File: src/rtl/lutram_mrp_if.sv
// Bus bundle for lutram_mrp: byte-strobed write port, clear request, busy flag
// and NUM_RPORTS independent read ports.
interface lutram_mrp_if #(
  parameter int unsigned ADDR_WIDTH = 4,
  parameter int unsigned NUM_RPORTS = 2
);
  logic                                  en;
  logic                                  clear;
  logic                                  busy;
  logic [ADDR_WIDTH-1:0]                 waddr;
  logic [3:0]                            strobe;
  logic [31:0]                           wdata;
  logic [NUM_RPORTS-1:0][ADDR_WIDTH-1:0] raddr;
  logic [NUM_RPORTS-1:0][31:0]           rdata;

  modport master (
    output en, clear, waddr, strobe, wdata, raddr,
    input  busy, rdata
  );

  modport slave (
    input  en, clear, waddr, strobe, wdata, raddr,
    output busy, rdata
  );
endinterface

File: src/rtl/lutram_mrp.sv
// Multi-read-port LUTRAM with byte strobes, selectable read latency, optional
// write-first forwarding and a hardware clear sweep after reset or on request.
module lutram_mrp #(
  parameter int unsigned NUM_BYTES    = 64,
  parameter int unsigned NUM_RPORTS   = 2,
  parameter int unsigned READ_LATENCY = 0,
  parameter int unsigned BYPASS       = 1
) (
  input logic         clk,
  input logic         resetn,
  lutram_mrp_if.slave bus
);
  localparam int unsigned NUM_WORDS  = NUM_BYTES / 4;
  localparam int unsigned ADDR_WIDTH = $clog2(NUM_WORDS);
  localparam int unsigned NUM_LANES  = 4;
  localparam int unsigned DATA_WIDTH = 32;

  if (!(NUM_BYTES == 16 || NUM_BYTES == 32 || NUM_BYTES == 64)) begin : g_bad_bytes
    $error("lutram_mrp: NUM_BYTES must be 16, 32 or 64");
  end
  if (NUM_RPORTS < 1 || NUM_RPORTS > 4) begin : g_bad_rports
    $error("lutram_mrp: NUM_RPORTS must be 1..4");
  end
  if (READ_LATENCY > 1) begin : g_bad_latency
    $error("lutram_mrp: READ_LATENCY must be 0 or 1");
  end

  typedef enum logic [1:0] {
    ST_SWEEP = 2'd0,
    ST_READY = 2'd1
  } state_e;

  state_e                                state_q, state_d;
  logic [ADDR_WIDTH-1:0]                 cnt_q, cnt_d;
  logic                                  busy_q, busy_d;
  logic [DATA_WIDTH-1:0]                 mem_q [NUM_WORDS];

  logic                                  wact_c;
  logic                                  sweep_we_c;
  logic [NUM_LANES-1:0]                  lane_we_c;
  logic [ADDR_WIDTH-1:0]                 mem_waddr_c;
  logic [DATA_WIDTH-1:0]                 mem_wdata_c;
  logic [NUM_RPORTS-1:0][DATA_WIDTH-1:0] rd_c;

  // Sweep/ready sequencing; clear always restarts the sweep at word 0.
  always_comb begin : next_state
    state_d = state_q;
    cnt_d   = cnt_q;
    case (state_q)
      ST_SWEEP: begin
        if (bus.clear) begin
          cnt_d = '0;
        end else if (cnt_q == ADDR_WIDTH'(NUM_WORDS - 1)) begin
          state_d = ST_READY;
          cnt_d   = '0;
        end else begin
          cnt_d = cnt_q + ADDR_WIDTH'(1);
        end
      end
      ST_READY: begin
        if (bus.clear) begin
          state_d = ST_SWEEP;
          cnt_d   = '0;
        end
      end
      default: begin
        state_d = ST_SWEEP;
        cnt_d   = '0;
      end
    endcase
    busy_d = (state_d == ST_SWEEP);
  end

  always_ff @(posedge clk) begin : state_reg
    if (!resetn) begin
      state_q <= ST_SWEEP;
      cnt_q   <= '0;
      busy_q  <= 1'b1;
    end else begin
      state_q <= state_d;
      cnt_q   <= cnt_d;
      busy_q  <= busy_d;
    end
  end

  assign bus.busy = busy_q;

  // Single physical write port shared by the sweep and the external writer.
  always_comb begin : write_port
    wact_c      = (state_q == ST_READY) && bus.en && (|bus.strobe) && !bus.clear;
    sweep_we_c  = (state_q == ST_SWEEP);
    mem_waddr_c = sweep_we_c ? cnt_q : bus.waddr;
    mem_wdata_c = sweep_we_c ? '0 : bus.wdata;
    lane_we_c   = sweep_we_c ? '1 : (wact_c ? bus.strobe : '0);
  end

  // Array is deliberately not reset; the sweep provides the known contents.
  always_ff @(posedge clk) begin : mem_write
    if (resetn) begin
      for (int j = 0; j < NUM_LANES; j++) begin
        if (lane_we_c[j]) begin
          mem_q[mem_waddr_c][8*j +: 8] <= mem_wdata_c[8*j +: 8];
        end
      end
    end
  end

  // Latency-0 view: stored word, optional per-lane forwarding, forced zero while busy.
  always_comb begin : read_ports
    for (int i = 0; i < NUM_RPORTS; i++) begin
      rd_c[i] = mem_q[bus.raddr[i]];
      for (int j = 0; j < NUM_LANES; j++) begin
        if ((BYPASS != 0) && wact_c && (bus.raddr[i] == bus.waddr) && bus.strobe[j]) begin
          rd_c[i][8*j +: 8] = bus.wdata[8*j +: 8];
        end
      end
      if (busy_q) begin
        rd_c[i] = '0;
      end
    end
  end

  if (READ_LATENCY == 1) begin : g_reg_read
    logic [NUM_RPORTS-1:0][DATA_WIDTH-1:0] rdata_q, rdata_d;

    assign rdata_d = rd_c;

    always_ff @(posedge clk) begin : rdata_reg
      if (!resetn) begin
        rdata_q <= '0;
      end else begin
        rdata_q <= rdata_d;
      end
    end

    assign bus.rdata = rdata_q;
  end else begin : g_comb_read
    assign bus.rdata = rd_c;
  end
endmodule

File: src/flat_wrapper.sv
// flat-port wrapper written by rule: the top's interface ports become plain ports
module lutram_mrp_flat 
#(
  parameter int unsigned NUM_BYTES    = 64,
  parameter int unsigned NUM_RPORTS   = 2,
  parameter int unsigned READ_LATENCY = 0,
  parameter int unsigned BYPASS       = 1
)
  (clk, resetn, bus_en, bus_clear, bus_waddr, bus_strobe, bus_wdata, bus_raddr, bus_busy, bus_rdata);
  lutram_mrp_if #(.ADDR_WIDTH(4), .NUM_RPORTS(NUM_RPORTS)) bus_i ();
  input logic clk;
  input logic resetn;
  input wire logic [$bits(bus_i.en)-1:0] bus_en;
  input wire logic [$bits(bus_i.clear)-1:0] bus_clear;
  input wire logic [$bits(bus_i.waddr)-1:0] bus_waddr;
  input wire logic [$bits(bus_i.strobe)-1:0] bus_strobe;
  input wire logic [$bits(bus_i.wdata)-1:0] bus_wdata;
  input wire logic [$bits(bus_i.raddr)-1:0] bus_raddr;
  output wire logic [$bits(bus_i.busy)-1:0] bus_busy;
  output wire logic [$bits(bus_i.rdata)-1:0] bus_rdata;
  assign bus_i.en = bus_en;
  assign bus_i.clear = bus_clear;
  assign bus_i.waddr = bus_waddr;
  assign bus_i.strobe = bus_strobe;
  assign bus_i.wdata = bus_wdata;
  assign bus_i.raddr = bus_raddr;
  assign bus_busy = bus_i.busy;
  assign bus_rdata = bus_i.rdata;
  lutram_mrp #(.NUM_BYTES(NUM_BYTES), .NUM_RPORTS(NUM_RPORTS), .READ_LATENCY(READ_LATENCY), .BYPASS(BYPASS)) u_core (.clk(clk), .resetn(resetn), .bus(bus_i));
endmodule
File: config.mk
export PLATFORM = sky130hd
export DESIGN_NAME = lutram_mrp_flat
export DESIGN_NICKNAME = d
export VERILOG_FILES = /design/src/rtl/lutram_mrp_if.sv /design/src/rtl/lutram_mrp.sv /design/src/flat_wrapper.sv
export SDC_FILE = /design/constraint.sdc
export NUM_CORES = 1
export LEC_CHECK = 0
export ABC_AREA = 1
export CORE_MARGIN = 2
export CORE_UTILIZATION = 30
export CTS_CLUSTER_DIAMETER = 50
export DETAILED_ROUTE_END_ITERATION = 8
export GPL_TIMING_DRIVEN = 0
export HOLD_SLACK_MARGIN = 0.05
export PLACE_DENSITY = 0.53
export SLEW_MARGIN = 20
export SYNTH_ARGS = -nofsm -noshare
export SYNTH_HDL_FRONTEND = slang
export SYNTH_SLANG_ARGS = --single-unit
File: constraint.sdc
create_clock -name clk -period 2.6 [get_ports clk]
set_input_delay 0.52 -clock clk [delete_from_list [all_inputs] [get_ports clk]]
set_output_delay 0.52 -clock clk [all_outputs]
set_load 0.01 [all_outputs]
==> flow_summary.toml <==
[route]
vias = 28280
viasPerCell = 5.746
drt-initial-drc-count = 4993
post-route-drc-count = 0
dr.pass1.iters = 7
wl_mm = 148.5
wire_per_inst_um = 30.17
ant_nets = 0

[timing]
finalSetupViolCount = 228
relSlewSlack_pct = 23.67
drv_slew = 0
hold_ws_ps = 388.9
hold_viol_final = 0
fin_tns_setup_ps = -18840
rsz0062_at_grt = "yes"
clock.fmax_mhz = 342.2
tightest_slew_ps = 1141
finalCritPeriodShare_pct = 112.4
fin_skew_ps = 22.82
finalCriticalPeriod_ps = 2922
setup_ws_ps = -322.1

[placed_design]
gp_congestion = 1.000
dp_hpwl_mm = 100.1
portBuffers = 112
place_inst = 4704

[min_path]
min_path_type = "input port to flip-flop"
hold-path-cell-count = 5

[worst_setup_path]
worstPathArrival_ps = 2400
cp-end-kind = "output pin"
critPathMaxStageDelay_ps = 300
cp_max_fo = 10
path_class = "input port to output pin"
required_ps = 2080
path_cells = "clkdlybuf4s15_2, buf_4, buf_4, buf_6, nand3_1, nand3_1, nand2_1, nand2_1, nand2_4, nor2_4, nor2_1, dlygate4sd2_1"
cpMaxStageDelayCell = "clkdlybuf4s15_2"
critPathLaunchType = "input port"
r2r_cells = 4

[clock_tree]
cts_root_buf = "clkbuf_16"
numClockSinks = 519
clk_latency_ps = 640
cts_buffer_depth = 3
cts_buffers = 74
clkSlewWorstSetupHoldPaths_ps = 60
cts_max_level = 3
cts_hold_buf = 0
cts_tree = "yes"

[floorplan]
die-area_um2 = 95110
dieWidth_um = 308.4
rows = 111
design.core.area_um2 = 91800
initial_core_util_pct = 30.28
pin_count = 117
die_y_um = 308.4

[finish]
final_cells = 4922
finalNetCount = 3672
area_growth_pct = 31.82
drive_gt1_share_pct = 20.86
final_common_cell = "nand2_1"
most-common-layout-cells = "nand2_1, nand3_1, edfxtp_1, inv_1, buf_6"
fin_util_pct = 39.91
fillers = 9092

[grt]
grt_pass1_wl_mm = 200.5
grt_overflow = 0
grt_max_degree = 17
grt_pass1_vias = 26020
grtUsageTotal_pct = 30.55
antenna_found_initial = 3

[logic_synthesis]
synth_flop_cell = "edfxtp_1"
synth_seq_area_share_pct = 55.82
syn_nets = 3399
syn_area_per_cell_um2 = 8.307
yosys_register_bits = 519
netlist_area_um2 = 27800
synthArstFlopShare_pct = 0
synth_edf_count = 512
yosys_warnings = 0
synth_cells = 3346
synth.distinct_cells = 29

[pwr]
internal_power_mw = 16.37
ir_drop_mv = 0.4710
combPwrFrac_pct = 13.6
p_clk_share_pct = 45.4
power_mw = 22.76
p_leak_nw = 14.29
p_seq_share_pct = 40.9
p_per_area_nw_per_um2 = 621.1
power.switching_mw = 6.389
swShare_pct = 28.07

[outcome]
status = "finished, violations left"
violations = "negative setup slack"

[job]
drv_cap = 0
## registers in the layout, summed over array words and instances (netlist names)
register         cells
u_core.mem_q       512
u_core.state_q       2
u_core.bus.busy      1
u_core.cnt_q         4
## metal layers
metal	global-route usage (%)	vias up	part of all wire, %	wire (um)
met5	0	-	0.011	16
met4	19.10	2	7.5	11130
met3	10.44	592	15	22860
met2	43.36	2448	41	60150
met1	39.67	13360	37	54360
li1	-	11880	-	-
## power by group through the flow
stage	logic, mW	registers (mW)	clock network, mW
floorplan	1.28	9.47	0
global placement	2.49	9.49	0
detailed placement	2.52	9.49	0
CTS	2.82	9.31	10.3
global route	3.14	9.31	10.6
finish	3.11	9.31	10.3
## through the flow
stage          setup WS, ps  instance area, um^2
2_1_floorplan         492.9                27800
3_3_place_gp          -2177                30470
3_5_place_dp          -1969                30590
4_1_cts              -291.3                35340
5_1_grt              -358.8                36640
6_report             -322.1                36640
## worst paths after layout
| check | to | slack (ps) | from |
|---|---|---|---|
| setup reg to reg | u_core.mem_q[13][6] | -130 | u_core.state_q[0] |
| setup / recovery | bus_rdata[13] | -320 | bus_raddr[1] |
| hold reg to reg | u_core.cnt_q[3] | 490 | u_core.cnt_q[3] |
| hold / removal | u_core.state_q[0] | 390 | bus_clear |
## timing repair
item	in CTS	in global routing
setup buffers	37	43
gates resized for setup	974	151
cloned	4	0
setup endpoints to repair	599	548
pin swaps	62	74
## cells in the mapped netlist (2+ instances only)
library cell / count / share of area (%)
buf_2: 137 / 2.5
clkbuf_8: 2 / 0.099
buf_1: 38 / 0.51
xnor2_1: 3 / 0.095
dfxtp_1: 7 / 0.50
nor2_2: 7 / 0.16
nand2_1: 1298 / 18
nand4_1: 33 / 0.74
inv_1: 122 / 1.6
buf_6: 3 / 0.12
o21ai_4: 4 / 0.23
o21ai_1: 3 / 0.054
xor2_1: 3 / 0.095
inv_2: 6 / 0.081
nor2_4: 6 / 0.24
nand3_1: 858 / 15
edfxtp_1: 512 / 55
clkbuf_1: 52 / 0.70
a21oi_1: 69 / 1.2
buf_4: 7 / 0.19
nor2_1: 168 / 2.3
## area by class of cell
| class | instances | area, um^2 | share of cell area (%) |
|---|---|---|---|
| Buffer | 239 | 2416 | 6.594 |
| Timing Repair Buffer | 197 | 2235 | 6.099 |
| Sequential cell | 519 | 15520 | 42.36 |
| Multi-Input combinational cell | 2460 | 11950 | 32.61 |
| Antenna cell | 2 | 5.005 | 0.01366 |
| Clock buffer | 85 | 1957 | 5.341 |
| Tap cell | 1243 | 1555 | 4.244 |
| Inverter | 128 | 490.5 | 1.339 |
| Clock inverter | 49 | 514.2 | 1.403 |
## worst max-delay path, delay by kind of cell
| family | cells | cell delay, ps |
|---|---|---|
| buffers and inverters | 5 | 1230 |
| AND/OR/NAND/NOR | 7 | 630 |
## cell families (layout without fill, tap and decap cells)
family                     Yosys count  count (layout)  share of synthesized area [%]
adders and majority gates            1               1                        0.04501
AOI/OAI and AO/OA                   79              79                          1.607
xor gates and xnor gates             6               6                         0.1891
and+or+nand+nor                   2373            2373                          36.51
DFF                                519             519                          55.82
other                                1               3                        0.01349
buffers and inverters              367             698                          5.820
Note: power is estimated with default switching activity, not from simulation.
